$ cat src/rtl/led_counter_ctrl_if.sv
// rtl/led_counter_ctrl_if.sv - board-side bundle: raw push buttons in, LED count and status out
interface led_counter_ctrl_if #(
  parameter int CNT_W = 4
);
  logic             btn_start;
  logic             btn_stop;
  logic             btn_dir;
  logic             btn_clr;
  logic [CNT_W-1:0] leds;
  logic             running;
  logic             dir_up;

  modport master (
    output btn_start, btn_stop, btn_dir, btn_clr,
    input  leds, running, dir_up
  );

  modport slave (
    input  btn_start, btn_stop, btn_dir, btn_clr,
    output leds, running, dir_up
  );
endinterface

$ cat src/rtl/led_counter_ctrl.sv
// rtl/led_counter_ctrl.sv - button-driven start/stop/clear sequencer for a prescaled up/down LED count
// Optional per-button debouncer enabled by defining LED_COUNTER_CTRL_DEBOUNCE_EN.
module led_counter_ctrl #(
  parameter int PRESCALE        = 12_500_000,
  parameter int DEBOUNCE_CYCLES = 1_250_000,
  parameter int CNT_W           = 4
) (
  input logic              clk,
  input logic              rst_n,
  led_counter_ctrl_if.slave bus
);

  localparam int            PW        = (PRESCALE > 1) ? $clog2(PRESCALE) : 1;
  localparam logic [PW-1:0] PRESC_MAX = PW'(PRESCALE - 1);

  if (PRESCALE < 2) begin : g_bad_prescale
    $error("led_counter_ctrl: PRESCALE must be >= 2");
  end
  if (DEBOUNCE_CYCLES < 1) begin : g_bad_debounce
    $error("led_counter_ctrl: DEBOUNCE_CYCLES must be >= 1");
  end

  typedef enum logic [1:0] {
    IDLE  = 2'd0,
    RUN   = 2'd1,
    PAUSE = 2'd2
  } state_t;

  // Button lanes: bit 0 start, 1 stop, 2 dir, 3 clr.
  logic [3:0] btn_raw;
  logic [3:0] sync1, sync2;
  logic [3:0] level, level_d;
  logic [3:0] press;

  assign btn_raw = {bus.btn_clr, bus.btn_dir, bus.btn_stop, bus.btn_start};

  always_ff @(posedge clk or negedge rst_n) begin
    if (!rst_n) begin
      sync1 <= '0;
      sync2 <= '0;
    end else begin
      sync1 <= btn_raw;
      sync2 <= sync1;
    end
  end

`ifdef LED_COUNTER_CTRL_DEBOUNCE_EN
  localparam int            DW     = $clog2(DEBOUNCE_CYCLES + 1);
  localparam logic [DW-1:0] DB_MAX = DW'(DEBOUNCE_CYCLES - 1);

  logic [DW-1:0] db_cnt [4];
  logic [3:0]    db_level;

  // A lane's accepted level flips only after the synced input has disagreed
  // with it on DEBOUNCE_CYCLES consecutive cycles; any agreement restarts it.
  always_ff @(posedge clk or negedge rst_n) begin
    if (!rst_n) begin
      db_level <= '0;
      for (int i = 0; i < 4; i++) db_cnt[i] <= '0;
    end else begin
      for (int i = 0; i < 4; i++) begin
        if (sync2[i] == db_level[i]) begin
          db_cnt[i] <= '0;
        end else if (db_cnt[i] == DB_MAX) begin
          db_cnt[i]   <= '0;
          db_level[i] <= sync2[i];
        end else begin
          db_cnt[i] <= db_cnt[i] + 1'b1;
        end
      end
    end
  end

  assign level = db_level;
`else
  assign level = sync2;
`endif

  // Registered rising-edge detect: one press pulse per release/re-press.
  always_ff @(posedge clk or negedge rst_n) begin
    if (!rst_n) begin
      level_d <= '0;
      press   <= '0;
    end else begin
      level_d <= level;
      press   <= level & ~level_d;
    end
  end

  logic start_p, stop_p, dir_p, clr_p;
  assign start_p = press[0];
  assign stop_p  = press[1];
  assign dir_p   = press[2];
  assign clr_p   = press[3];

  state_t           state_q, state_d;
  logic [PW-1:0]    presc_q, presc_d;
  logic [CNT_W-1:0] leds_q, leds_d;
  logic             dir_q, dir_d;
  logic             tick;

  always_ff @(posedge clk or negedge rst_n) begin
    if (!rst_n) begin
      state_q <= IDLE;
      presc_q <= '0;
      leds_q  <= '0;
      dir_q   <= 1'b1;
    end else begin
      state_q <= state_d;
      presc_q <= presc_d;
      leds_q  <= leds_d;
      dir_q   <= dir_d;
    end
  end

  always_comb begin
    state_d = state_q;
    presc_d = presc_q;
    leds_d  = leds_q;
    dir_d   = dir_q ^ dir_p;
    tick    = (state_q == RUN) && (presc_q == PRESC_MAX);

    case (state_q)
      IDLE: begin
        presc_d = '0;
        if (start_p) state_d = RUN;
      end
      RUN: begin
        // The step uses dir_q, so a coincident dir press affects the next tick.
        presc_d = tick ? '0 : presc_q + 1'b1;
        if (tick) leds_d = dir_q ? leds_q + 1'b1 : leds_q - 1'b1;
        if (stop_p) state_d = PAUSE;
      end
      PAUSE: begin
        if (start_p && !stop_p) state_d = RUN;
      end
      default: state_d = IDLE;
    endcase

    if (clr_p) begin
      state_d = IDLE;
      presc_d = '0;
      leds_d  = '0;
    end
  end

  assign bus.leds    = leds_q;
  assign bus.running = (state_q == RUN);
  assign bus.dir_up  = dir_q;

endmodule

$ cat src/flat_wrapper.sv
// flat-port wrapper written by rule: the top's interface ports become plain ports
module led_counter_ctrl_flat 
#(
  parameter int PRESCALE        = 12_500_000,
  parameter int DEBOUNCE_CYCLES = 1_250_000,
  parameter int CNT_W           = 4
)
  (clk, rst_n, bus_btn_start, bus_btn_stop, bus_btn_dir, bus_btn_clr, bus_leds, bus_running, bus_dir_up);
  led_counter_ctrl_if #(.CNT_W(CNT_W)) bus_i ();
  input logic clk;
  input logic rst_n;
  input wire logic [$bits(bus_i.btn_start)-1:0] bus_btn_start;
  input wire logic [$bits(bus_i.btn_stop)-1:0] bus_btn_stop;
  input wire logic [$bits(bus_i.btn_dir)-1:0] bus_btn_dir;
  input wire logic [$bits(bus_i.btn_clr)-1:0] bus_btn_clr;
  output wire logic [$bits(bus_i.leds)-1:0] bus_leds;
  output wire logic [$bits(bus_i.running)-1:0] bus_running;
  output wire logic [$bits(bus_i.dir_up)-1:0] bus_dir_up;
  assign bus_i.btn_start = bus_btn_start;
  assign bus_i.btn_stop = bus_btn_stop;
  assign bus_i.btn_dir = bus_btn_dir;
  assign bus_i.btn_clr = bus_btn_clr;
  assign bus_leds = bus_i.leds;
  assign bus_running = bus_i.running;
  assign bus_dir_up = bus_i.dir_up;
  led_counter_ctrl #(.PRESCALE(PRESCALE), .DEBOUNCE_CYCLES(DEBOUNCE_CYCLES), .CNT_W(CNT_W)) u_core (.clk(clk), .rst_n(rst_n), .bus(bus_i));
endmodule
$ cat config.mk
export PLATFORM = sky130hd
export DESIGN_NAME = led_counter_ctrl_flat
export DESIGN_NICKNAME = d
export VERILOG_FILES = /design/src/rtl/led_counter_ctrl_if.sv /design/src/rtl/led_counter_ctrl.sv /design/src/flat_wrapper.sv
export SDC_FILE = /design/constraint.sdc
export NUM_CORES = 1
export LEC_CHECK = 0
export BUFFER_PORTS_ARGS = -buffer_cell sky130_fd_sc_hd__buf_2
export CAP_MARGIN = 20
export CORE_MARGIN = 8
export CORE_UTILIZATION = 60
export CTS_CLUSTER_DIAMETER = 120
export DETAILED_ROUTE_END_ITERATION = 12
export GPL_TIMING_DRIVEN = 0
export PLACE_DENSITY = 0.85
export SKIP_CTS_REPAIR_TIMING = 1
export SLEW_MARGIN = 20
export SYNTH_ARGS = -nofsm -noshare
export SYNTH_HDL_FRONTEND = slang
export SYNTH_SLANG_ARGS = --single-unit
export TNS_END_PERCENT = 10
$ cat constraint.sdc
create_clock -name clk -period 2.1 [get_ports clk]
set_input_delay 0.63 -clock clk [delete_from_list [all_inputs] [get_ports clk]]
set_output_delay 0.63 -clock clk [all_outputs]
set_load 0.02 [all_outputs]
==> run metrics <==
Cell Area, Placed 2380 um2; setup clock skew after layout 0.00971 ns; floorplan die width approximately 77 um; total nets after synthesis 229; area of the multi-input gates between 1000 and 1500 um2; maximum buffer depth of the clock tree 2; post-synthesis simple-gate area fraction 0.217; via count of the first global-routing pass 1675; Synth Flop Type sky130_fd_sc_hd__dfrtp_1; multiplexer area fraction after synthesis 0.0271; Worst Hold Class in2async; GR Util All Layers 0.171; routability cong. ~0.92; list of most frequent post-synthesis cells sky130_fd_sc_hd__dfrtp_1 (46), sky130_fd_sc_hd__a21oi_1 (17), sky130_fd_sc_hd__a31oi_1 (17), sky130_fd_sc_hd__nand2_1 (17), sky130_fd_sc_hd__nor2_1 (15); slack of the worst reg-to-reg path 0.08 ns; area fraction of the dominant cell type after synthesis 0.508; area inside the core boundary 3630 um2; Rows 22; Comb power frac 0.171; antenna violation net count after detailed routing 0; proportion of synthesized chip area in sequential cells 0.520; total die area around 6000 um2; final hold viol count 0; Total Wirelength 4920 um; clock tree sinks 47; #FFs+latches synth 47; adder-cell area share of the yosys netlist 0.0254; highest attainable clock frequency 495 MHz; number of antenna violations at the first check in global routing 0; transition time at the pin with the least slew margin 0.559 ns; largest net degree at the start of global routing 48; clock tree from TritonCTS built; wire per inst 17.1 um; largest area contributor in the synthesized netlist sky130_fd_sc_hd__dfrtp_1; top area cells in the synthesized netlist sky130_fd_sc_hd__dfrtp_1 (51%), sky130_fd_sc_hd__a31oi_1 (4.7%), sky130_fd_sc_hd__a21oi_1 (3.8%), sky130_fd_sc_hd__nand2_1 (2.8%), sky130_fd_sc_hd__nand3_1 (2.7%); count of antenna diodes in the layout 0; count of flip-flops with a built-in enable after synthesis 0; startpoint class of the critical path register; Pins Over Slew Limit 0; Yosys warnings 0; final setup violating endpoints 0; endpoint class of the critical path register; Setup Crit Path Kind reg2reg; Cells after Synth 219; count of port buffers added during placement 11; share of total power in sequential cells 0.534; most repeated cell in the gate-level netlist after synthesis sky130_fd_sc_hd__dfrtp_1; clock root cell sky130_fd_sc_hd__clkbuf_8; Slew Limit Headroom 0.627; maximum ir drop on the vdd rail a little over 0.5 mV; critical path data arrival time between 2 and 2.5 ns; area growth from synthesis to final layout 10.4%; final non-filler cell total 288; number of buffers inserted during clock tree synthesis 5; overflow left after global routing 0; DP HPWL between 3000 and 4000 um; FF-to-FF Start u_core.presc_q[5]; RSZ-0062 raised after global routing true; first-pass GRT wire length 8310 um; Clk Latency, worst-skew pair ~0.31 ns; Compound-Gate Fraction of Synth Area 0.155; capture instance of the worst register-to-register path u_core.presc_q[19]; max-capacitance violation count 0; post-DR vias/cell between 6 and 7; Net count, final 249; overall via count from detail_route 1837; first-iteration detailed-routing DRC count 230; internal cell power between 1 and 1.5 mW; height of the die 77.5 um; Worst Reg2Reg Path Length in Cells 6; final design instance area without fill 2500 um2; share of flip-flops with an asynchronous set or reset after synthesis 1.00; net switching fraction of the power 0.300; Fill cells about 290; required time of the critical path 2.27 ns; effective utilization at floorplan 0.624; ratio of cells with drive above 1 in the final layout 0.175; LEAKAGE 1.11 nW; clock slew seen by the registers of the worst setup and hold paths 0.09 ns; Synth Area in XOR/XNOR 0.0193; clock group share of total power 0.295; status finished, final reports clean; total power per unit cell area 746 nW/um2; main combinational cell family by area after synthesis simple AND/OR/NAND/NOR gates; switching pwr 559 uW; register area 1180 um2; I/O pin cnt 12; Unique masters post-synth 48; DRC errors left 0; Final min period 2.02 ns; cell area after synthesis 2270 um2; number of optimization iterations in the first detailed-route pass 4; Mean Syn Cell Area about 10 um2; cell count after placement 278; critical path peak fanout 10; portion of the clock cycle consumed by the worst path in the final layout 0.963; level count of the clock H-tree 2
## kinds of logic (layout without fill, tap and decap cells)
family	count (synthesis)	after routing
AOI/OAI and AO/OA	55	55
xor gates and xnor gates	5	5
adders and majority gates	4	4
buffers and inverters	17	38
DFF	47	47
muxes	6	6
and+or+nand+nor	85	85
## worst max path at each step
stage                                  from                  to  depth (start not counted)
after floorplan           u_core.bus.dir_up  u_core.bus.leds[3]                          7
after global placement    u_core.presc_q[0]  u_core.presc_q[14]                          7
after detailed placement  u_core.presc_q[0]  u_core.presc_q[19]                          7
after CTS                 u_core.presc_q[0]  u_core.presc_q[14]                          7
after global routing      u_core.presc_q[0]  u_core.presc_q[19]                          7
final                     u_core.presc_q[5]  u_core.presc_q[19]                          6
## state kept, by name (all words and copies together) (netlist names)
name / flops
u_core.level_d: 4
u_core.state_q: 2
u_core.bus.leds: 4
u_core.level: 4
u_core.bus.dir_up: 1
u_core.presc_q: 24
u_core.sync1: 4
u_core.press: 4
## metal layers
metal | part of all wire | vias up | global-route usage | wire (um)
li1 | - | 844 | - | -
met1 | 0.44 | 892 | 0.226 | 2160
met2 | 0.47 | 88 | 0.254 | 2300
met3 | 0.077 | 13 | 0.0495 | 377
met4 | 0.018 | 0 | 0.0717 | 91
met5 | 0 | - | 0 | 0
## metrics by stage
stage | power [mW] | utilization | setup TNS [ns] | hold WS (ns) | setup WS, ns
floorplan | 1.21 | - | 0 | 0.331 | 0.187
global placement | 1.30 | 0.655 | 0 | 0.334 | 0.00460
detailed placement | 1.33 | 0.655 | -0.574 | 0.335 | -0.0906
CTS | 1.87 | 0.680 | -1.08 | 0.354 | -0.103
global route | 1.95 | 0.688 | -0.00435 | 0.348 | -0.00435
finish | 1.87 | 0.688 | 0 | 0.315 | 0.0785
## worst max-delay path, stage by stage (launching register included)
cell                       delay, ns
sky130_fd_sc_hd__dfrtp_1        0.47
sky130_fd_sc_hd__nand4b_1       0.27
sky130_fd_sc_hd__nor4_4         0.42
sky130_fd_sc_hd__a211oi_4       0.17
sky130_fd_sc_hd__clkbuf_4       0.23
sky130_fd_sc_hd__a41oi_1        0.25
sky130_fd_sc_hd__a31oi_1        0.08
## cells in the final DEF (no fill, tap or decap), drive strengths merged, types with 3 or more instances in the layout
master  netlist  layout
dfrtp        46      46
a21oi        17      17
nand2        17      17
a31oi        17      17
buf           5      17
nor2         15      15
nand3        13      13
clkbuf        6      13
nand4         9       9
inv           6       7
nor2b         6       6
o21ai         6       6
mux2i         5       5
and3          4       4
nand2b        4       4
and4          4       4
nor3          4       4
xnor2         3       3
a41oi         3       3
nor4          3       3
ha            3       3
## final cells by class
type / count / share of cell area
plain buffers: 11 / 0.0255
multi-input cells: 155 / 0.406
well taps: 48 / 0.0240
clock buffers: 6 / 0.0290
inverters: 6 / 0.00900
flip-flops and latches: 47 / 0.471
clock inverters: 2 / 0.00650
repair buffers: 13 / 0.0290
## power groups by stage
stage / combinational (mW) / sequential [mW] / clock (mW)
floorplan: 0.197 / 1.02 / 0
detailed placement: 0.310 / 1.02 / 0
global route: 0.353 / 1.00 / 0.598
global placement: 0.289 / 1.01 / 0
CTS: 0.311 / 0.997 / 0.562
finish: 0.320 / 0.996 / 0.550
No activity file was read; power rests on OpenSTA's default activity.
